--- config.mk ---
export PLATFORM = sky130hd
export DESIGN_NAME = branch_pc_unit
export DESIGN_NICKNAME = d
export VERILOG_FILES = /design/src/rtl/branch_pc_unit.sv
export SDC_FILE = /design/constraint.sdc
export NUM_CORES = 1
export LEC_CHECK = 0
export CAP_MARGIN = 40
export CELL_PAD_IN_SITES_DETAIL_PLACEMENT = 1
export CELL_PAD_IN_SITES_GLOBAL_PLACEMENT = 1
export CORE_MARGIN = 2
export CORE_UTILIZATION = 33
export DETAILED_ROUTE_END_ITERATION = 10
export PLACE_DENSITY = 0.95
export SYNTH_ARGS = -nofsm -noshare
export SYNTH_HDL_FRONTEND = slang
export SYNTH_SLANG_ARGS = --single-unit
--- constraint.sdc ---
create_clock -name clk -period 6.6 [get_ports clk]
set_clock_uncertainty 0.15 [all_clocks]
set_input_delay 0.99 -clock clk [delete_from_list [all_inputs] [get_ports clk]]
set_output_delay 0.99 -clock clk [all_outputs]
set_load 0.01 [all_outputs]
--- src/rtl/branch_pc_unit.sv ---
// LC-3 branch/PC stage: BEN register, PC register, ADDR1/ADDR2 address adder, PCMUX.
// Optional build macro BRANCH_STATS_EN adds saturating taken/not-taken counters.
module branch_pc_unit #(
    parameter logic [15:0] RESET_PC = 16'h3000,
    parameter int unsigned STAT_W   = 16
) (
    input  logic              clk,
    input  logic              rst_n,
    input  logic              ld_ben,
    input  logic              ld_pc,
    input  logic [15:0]       ir,
    input  logic [2:0]        cc,
    input  logic [15:0]       sr1_data,
    input  logic [15:0]       bus,
    input  logic [1:0]        pcmux_sel,
    input  logic              addr1mux_sel,
    input  logic [1:0]        addr2mux_sel,
    output logic [15:0]       pc,
    output logic              ben,
    output logic [15:0]       addr_out
`ifdef BRANCH_STATS_EN
    ,
    output logic [STAT_W-1:0] br_taken_cnt,
    output logic [STAT_W-1:0] br_not_taken_cnt
`endif
);

    localparam int unsigned DATA_W = 16;

    logic [DATA_W-1:0] pc_q, pc_d;
    logic              ben_q, ben_d;
    logic              ben_next_c;
    logic [DATA_W-1:0] addr1_c, addr2_c;

    // Opcode bits are decoded by the control FSM, not here.
    logic unused_ir;
    assign unused_ir = ^ir[15:12];

    // Branch condition: any requested n/z/p flag matching the current condition code.
    assign ben_next_c = |(ir[11:9] & cc);

    // Address adder operand selection and sum (carry discarded).
    always_comb begin
        addr1_c = addr1mux_sel ? sr1_data : pc_q;
        addr2_c = '0;
        case (addr2mux_sel)
            2'd0:    addr2_c = '0;
            2'd1:    addr2_c = {{10{ir[5]}}, ir[5:0]};
            2'd2:    addr2_c = {{7{ir[8]}}, ir[8:0]};
            default: addr2_c = {{5{ir[10]}}, ir[10:0]};
        endcase
    end

    assign addr_out = DATA_W'(addr1_c + addr2_c);

    // Next-state for PC (PCMUX) and BEN; reserved PCMUX code holds PC.
    always_comb begin
        pc_d  = pc_q;
        ben_d = ben_q;
        if (ld_ben) begin
            ben_d = ben_next_c;
        end
        if (ld_pc) begin
            case (pcmux_sel)
                2'd0:    pc_d = DATA_W'(pc_q + DATA_W'(1));
                2'd1:    pc_d = bus;
                2'd2:    pc_d = addr_out;
                default: pc_d = pc_q;
            endcase
        end
    end

    // PC and BEN registers with synchronous reset taking priority over loads.
    always_ff @(posedge clk) begin
        if (!rst_n) begin
            pc_q  <= RESET_PC;
            ben_q <= 1'b0;
        end else begin
            pc_q  <= pc_d;
            ben_q <= ben_d;
        end
    end

    assign pc  = pc_q;
    assign ben = ben_q;

`ifdef BRANCH_STATS_EN
    logic [STAT_W-1:0] taken_q, taken_d;
    logic [STAT_W-1:0] not_taken_q, not_taken_d;

    // Saturating branch outcome counters, bumped on every BEN load.
    always_comb begin
        taken_d     = taken_q;
        not_taken_d = not_taken_q;
        if (ld_ben) begin
            if (ben_next_c) begin
                if (!(&taken_q)) taken_d = STAT_W'(taken_q + STAT_W'(1));
            end else begin
                if (!(&not_taken_q)) not_taken_d = STAT_W'(not_taken_q + STAT_W'(1));
            end
        end
    end

    // Counter registers.
    always_ff @(posedge clk) begin
        if (!rst_n) begin
            taken_q     <= '0;
            not_taken_q <= '0;
        end else begin
            taken_q     <= taken_d;
            not_taken_q <= not_taken_d;
        end
    end

    assign br_taken_cnt     = taken_q;
    assign br_not_taken_cnt = not_taken_q;
`else
    // Counter width only matters when statistics are built in.
    logic [STAT_W-1:0] unused_stat_w;
    assign unused_stat_w = '0;
`endif

endmodule

==> metrics.md, run 1 <==
| Metric | Value |
|---|---|
| Multi-input logic area | 0.00179 mm^2 |
| Final Hold Viols | 0 |
| Slew @ Worst Pin | 0.759 ns |
| Mapped cell area | 0.00223 mm^2 |
| DRT iter0 DRCs | 186 |
| P_leak | 0.00126 uW |
| Setup CP Type | primary input to output port |
| CTS root buf | clkbuf_8 |
| Layout Cells excl Fill | 458 |
| CTS HTree Levels | 1 |
| Pwr dens | 163 mW/mm^2 |
| Die width | 86.3 um |
| TritonRoute pass-1 iters | 4 |
| Vias per inst | 5.99 |
| Post-Route WL | 8650 um |
| Antenna diodes | 0 |
| Number of max-cap violations | 0 |
| Cell breakdown of the critical path | clkdlybuf4s50_1 > inv_1 > nand3_1 > a21boi_0 > inv_1 > ha_1 > a21o_1 > a31o_2 > a21oi_1 > o21ai_0 > xnor2_1 > clkdlybuf4s50_1 |
| Largest net degree at the start of global routing | 24 |
| Synth top area share | 15.2% |
| Die Area | 0.00745 mm^2 |
| Dpl cells | 454 |
| Commonest non-fill, non-tap cells in the layout | 88 x clkdlybuf4s50_1, 37 x nand2_1, 29 x a21oi_1 |
| Detail Placement HPWL | 6860 um |
| Layout cells sized above 1 | 6.82% |
| Yosys warning count | 0 |
| CTS Hold Bufs | 0 |
| Height of the die | 86.3 um |
| Register bit total from synthesis | 17 |
| Max stage delay cell, worst path | clkdlybuf4s50_1 |
| Crit path arrival time | 4.89 ns |
| Number of remaining DRC errors | 0 |
| Hold Crit Class | flip-flop to flip-flop |
| Initial antenna violation count | 0 |
| Clock slew at reported path FFs | 0.08 ns |
| Primary FF master, synth | dfxtp_1 |
| Worst path required time | 5.46 ns |
| CP max FO | 8 |
| Async SR Flop Fraction | 0% |
| Worst setup EP type | output port |
| # nets final | 462 |
| Post-synthesis sequential area ratio | 15.2% |
| Final worst-path cycle share | 91.3% |
| Worst setup SP type | primary input |
| Post-route ant nets | 0 |
| Cell taking the most area after synthesis | dfxtp_1 |
| Mapped Cells | 304 |
| CORE AREA | 0.00646 mm^2 |
| Final Max Slew Viols | 0 |
| IO Count | 93 |
| Largest cells by area after synthesis | dfxtp_1 15%, ha_1 11%, mux2_2 7.1%, a21oi_1 6.5%, nand2_1 6.2% |
| Tot Pwr | 521 uW |
| Worst-Skew Late Latency | 0.26 ns |
| GPL Wtd Cong | 0.830 |
| IO Port Bufs | 88 |
| Worst VDD drop | 0.0753 mV |
| Sequential cell area | 340 um^2 |
| R2R Setup Slk | 3.45 ns |
| Area grow syn2layout | 43.4% |
| Avg Cell Area, Syn | 7.35 um^2 |
| Slew margin rel. | 49.4% |
| Vias in the first global route | 2913 |
| First-pass GRT wire length | 14100 um |
| Final setup viols | 0 |
| Initial Utilization | 34.6% |
| Number of synthesized flops with an enable pin | 0 |
| Fillers | 809 |
| CTS buffer count | 3 |
| Std cell rows | 29 |
| Crit-path max cell delay | 0.58 ns |
| Most common cell after layout, fill and taps aside | clkdlybuf4s50_1 |
| RSZ-0062 raised after global routing | no |
| Cts repair resizes | 0 |
| WL/cell | 18.9 um |
| Crit path time final | 6.03 ns |
| Clk sink count | 17 |
| GR Util All Layers | 23.6% |
| Max Freq | 166 MHz |
| Synth cell types | 56 |
| CTS tree | built |
| Via count | 2743 |
| Fin Setup TNS | 0 ns |
| Setup repair bufs after CTS | 0 |
| Syn_nets | 384 |
| Run status | completed |
| Clock Tree Buf Depth | 2 |
| Gr ovfl total | 0 |
[cell type report]
type,count,area share [%]
repair buffers,90,28.0
clock buffers,4,1.41
inverters,9,1.05
flip-flops and latches,17,10.6
multi-input cells,261,56.0
well taps,77,3.01
[where the power goes]
group | internal (uW) | switching, uW | leakage (uW)
clock | 43.1 | 43.6 | 0.0000228
combinational | 158 | 152 | 0.00110
sequential | 111 | 13.2 | 0.000140
total | 312 | 209 | 0.00126
[worst paths after layout]
kind,start,to,cells past startpoint
max reg2reg,pc[0],pc[12],9
min,ben,ben,1
max,addr2mux_sel[1],addr_out[15],12
min reg2reg,ben,ben,1
[registers in the layout, summed over array words and instances, names as in the netlist]
register and count:
pc 16, ben 1
[routing by layer]
| metal | global-route usage (%) | wire (um) | part of all wire [%] | up-vias |
|---|---|---|---|---|
| li1 | - | - | - | 1303 |
| met1 | 29.2 | 3530 | 41 | 1299 |
| met2 | 41.1 | 4300 | 50 | 115 |
| met3 | 4.38 | 581 | 6.7 | 26 |
| met4 | 8.24 | 238 | 2.8 | 0 |
| met5 | 0 | 0 | 0 | - |
[kinds of logic after synthesis]
group	share of synthesized area, %
and+or+nand+nor	23.4
AOI/OAI and AO/OA	31.9
buffers and inverters	4.53
adders and majority gates	11.5
DFF	15.2
muxes	7.95
xor gates and xnor gates	5.49
[Yosys cell counts (4+ instances only)]
| library cell | count |
|---|---|
| a211oi_1 | 6 |
| a221oi_1 | 8 |
| o21a_1 | 4 |
| o211ai_1 | 6 |
| nor2b_1 | 9 |
| nor2_1 | 17 |
| nor3_1 | 7 |
| clkbuf_1 | 13 |
| xnor2_1 | 11 |
| nand2_1 | 37 |
| ha_1 | 19 |
| mux2_2 | 14 |
| a21oi_1 | 29 |
| dfxtp_1 | 17 |
| o21ai_0 | 17 |
| nand3_1 | 15 |
| inv_1 | 8 |
| or3_1 | 4 |
| nand4_1 | 6 |
| a21o_1 | 4 |
[critical path: cells and delay by family]
kind,cells,cell delay (ns)
and+or+nand+nor,1,0.15
xor gates and xnor gates,1,0.28
adders and majority gates,1,0.46
AOI/OAI and AO/OA,5,1.53
buffers and inverters,4,1.47
[through the flow]
| stage | hold slack [ns] | util (%) | setup slack [ns] | instance area, um^2 |
|---|---|---|---|---|
| 2_1_floorplan | 0.373 | - | 1.80 | 2230 |
| 3_3_place_gp | 0.337 | 48.9 | 0.748 | 3160 |
| 3_5_place_dp | 0.352 | 48.9 | 0.598 | 3160 |
| 4_1_cts | 0.366 | 49.6 | 0.594 | 3200 |
| 5_1_grt | 0.386 | 49.6 | 0.311 | 3200 |
| 6_report | 0.363 | 49.6 | 0.572 | 3200 |
Note: power is estimated with default switching activity, not from simulation.
==> inputs of run 2 (changes only) <==
CORE_UTILIZATION = 27   (was 33)
PLACE_DENSITY = 0.87   (was 0.95)
clock period = 4.8 ns   (was 6.6 ns; I/O delays follow)
==> run 2 against run 1 <==
Sequential power rose by 39%; sequential share of layout area fell by 1.3 points; critical path depth up 2; design area is 14% higher; global-route usage is 2.4 points lower; clock power up 33%; final cell count increased by 17%; non-clock buffer count is 48 higher; critical path type unchanged; critical endpoint is now addr_out[14].
==> metrics.md, run 2 (synthesis gave the netlist of run 1 again) <==
| Metric | Value |
|---|---|
| CTS root buf | clkbuf_8 (unchanged) |
| Max reg flops | 16 (unchanged) |
| Max Freq | 216 MHz |
| Vias per inst | 5.41 (was 5.99) |
| Clock Tree Buf Depth | 2 (unchanged) |
| Initial Utilization | 27.5% (was 34.6%) |
| Cell breakdown of the critical path | clkdlybuf4s50_1 > nor2b_1 > a21o_1 > a21boi_0 > buf_4 > inv_1 > ha_2 > nand3_1 > o211ai_1 > or4_1 > or2_1 > a21oi_2 > xnor2_1 > dlygate4sd2_1 (was clkdlybuf4s50_1 > inv_1 > nand3_1 > a21boi_0 > inv_1 > ha_1 > a21o_1 > a31o_2 > a21oi_1 > o21ai_0 > xnor2_1 > clkdlybuf4s50_1) |
| GR Util All Layers | 21.3% (was 23.6%) |
| Worst setup SP type | primary input (unchanged) |
| Clk sink count | 17 (unchanged) |
| Run status | completed (unchanged) |
| Worst hold margin | 0.396 ns (was 0.363 ns) |
| CTS buffer count | 3 (unchanged) |
| CTS tree | built (unchanged) |
| Clock slew at reported path FFs | 0.08 ns (about the same) |
| Max stage delay cell, worst path | clkdlybuf4s50_1 (unchanged) |
| Crit path arrival time | 3.77 ns (was 4.89 ns) |
| Worst path required time | 3.93 ns (was 5.46 ns) |
| P_leak | 0.00156 uW (was 0.00126 uW) |
| Std cell rows | 33 (was 29) |
| Via count | 2890 (was 2743) |
| Final worst-path cycle share | 96.6% |
| Worst path top cell family by delay | buffers and inverters (was compound AO/OA/AOI/OAI gates) |
| Pwr dens | 217 mW/mm^2 (was 163 mW/mm^2) |
| Worst-Skew Late Latency | 0.26 ns (about the same) |
| Initial antenna violation count | 0 (unchanged) |
| Tot Pwr | 790 uW (was 521 uW) |
| PnR worst setup slack | 0.165 ns (was 0.572 ns) |
| CP max FO | 6 (was 8) |
| Crit path time final | 4.64 ns |
| # nets final | 510 (was 462) |
| Layout cells sized above 1 | 19.6% (was 6.82%) |
| Area grow syn2layout | 62.9% (was 43.4%) |
| GPL Wtd Cong | 0.866 (was 0.830) |
| Die Area | 0.00902 mm^2 (was 0.00745 mm^2) |
| Gr ovfl total | 0 (unchanged) |
| IO Count | 93 (unchanged) |
| Detail Placement HPWL | 7680 um (was 6860 um) |
| Hold Crit Class | flip-flop to flip-flop (unchanged) |
| Post-Route WL | 9390 um (was 8650 um) |
| Slew @ Worst Pin | 0.847 ns (was 0.759 ns) |
| CTS HTree Levels | 1 (unchanged) |
| CP bufs+invs | 4 (unchanged) |
| Vias in the first global route | 3071 (was 2913) |
| CORE AREA | 0.00813 mm^2 (was 0.00646 mm^2) |
| Die width | 95.0 um (was 86.3 um) |
| Final Max Slew Viols | 0 (unchanged) |
| Setup CP Type | primary input to output port (unchanged) |
| WL/cell | 17.6 um (was 18.9 um) |
| Worst setup EP type | output port (unchanged) |
| Number of remaining DRC errors | 0 (unchanged) |
| Final Core Density | 44.8% (was 49.6%) |
| Final setup viols | 0 (unchanged) |
| Worst VDD drop | 0.0815 mV (was 0.0753 mV) |
| Final Hold Viols | 0 (unchanged) |
| Largest net degree at the start of global routing | 24 (unchanged) |
| TritonRoute pass-1 iters | 4 (unchanged) |
| Post-route ant nets | 0 (unchanged) |
| Slew margin rel. | 43.5% (was 49.4%) |
| Setup WS pre-CTS | -0.217 ns (was 0.598 ns) |
| CTS Hold Bufs | 0 (unchanged) |
| Commonest non-fill, non-tap cells in the layout | 79 x clkdlybuf4s50_1, 50 x buf_4, 37 x nand2_1 (was 88 x clkdlybuf4s50_1, 37 x nand2_1, 29 x a21oi_1) |
| IO Port Bufs | 88 (unchanged) |
| RSZ-0062 raised after global routing | no (unchanged) |
| Height of the die | 95.0 um (was 86.3 um) |
| Most common cell after layout, fill and taps aside | clkdlybuf4s50_1 (unchanged) |
| First-pass GRT wire length | 15100 um (was 14100 um) |
| Crit-path max cell delay | 0.55 ns (was 0.58 ns) |
| DRT iter0 DRCs | 114 (was 186) |
| Antenna diodes | 0 (unchanged) |
| Number of max-cap violations | 0 (unchanged) |
==> run 2: changes by cell type in the layout (fill, tap and decap cells not counted), moves of 3 or more <==
cell             previous run  this run
dlymetal6s2s_1              0         5
clkdlybuf4s50_1            88        79
buf_4                       2        50
dlygate4sd2_1               0         3
==> run 2: path summary, 6_finish.rpt <==
check	depth (start not counted)	slack, ns	start	end
worst max-delay path	14	0.16	addr2mux_sel[0]	addr_out[14]
worst min-delay path	1	0.40	ben	ben
worst max register to register	13	1.58	pc[1]	pc[13]
worst min register to register	1	0.40	ben	ben
==> run 2: area by class of cell <==
class	count	area, um^2
well taps	105	131
clock inverters	1	5.00
inverters	9	33.8
repair buffers	138	1260
fillers	1017	4490
clock buffers	3	41.3
flip-flops and latches	17	340
multi-input cells	261	1830
==> run 2: layer usage <==
| metal | GRT usage, % | wire length (um) | part of all wire (%) | vias to the layer above |
|---|---|---|---|---|
| met5 | 0 | 0 | 0 | - |
| met4 | 6.28 | 193 | 2.1 | 0 |
| met3 | 1.76 | 429 | 4.6 | 16 |
| met2 | 38.1 | 4760 | 51 | 94 |
| met1 | 27.0 | 4010 | 43 | 1377 |
| li1 | - | - | - | 1403 |
==> run 2: report_power, final <==
| part | total [uW] | internal, uW | switching (uW) |
|---|---|---|---|
| registers | 172 | 152 | 19.7 |
| logic | 503 | 273 | 230 |
| clock network | 115 | 57.8 | 57.7 |
| total | 790 | 483 | 307 |
==> run 2: metrics by stage <==
step                      cell area [um^2]  cells  setup TNS [ns]
after floorplan                       2230    304               0
after global placement                3540    528          -0.408
after detailed placement              3540    528          -0.967
after CTS                             3620    533          -0.149
final                                 3640    534               0
after global routing                  3640    534               0
==> run 2: what timing repair did <==
| action | 4_1_cts | 5_1_grt |
|---|---|---|
| pin swaps | 3 | 3 |
| setup endpoints to repair | 6 | 7 |
| gates resized for setup | 10 | 10 |
| setup buffers | 1 | 1 |
==> inputs of run 3 (changes only) <==
CTS_CLUSTER_SIZE = 12   (was default)
==> results of run 3 <==
No change in the layout: final DEF, timing and power equal those of run 2.
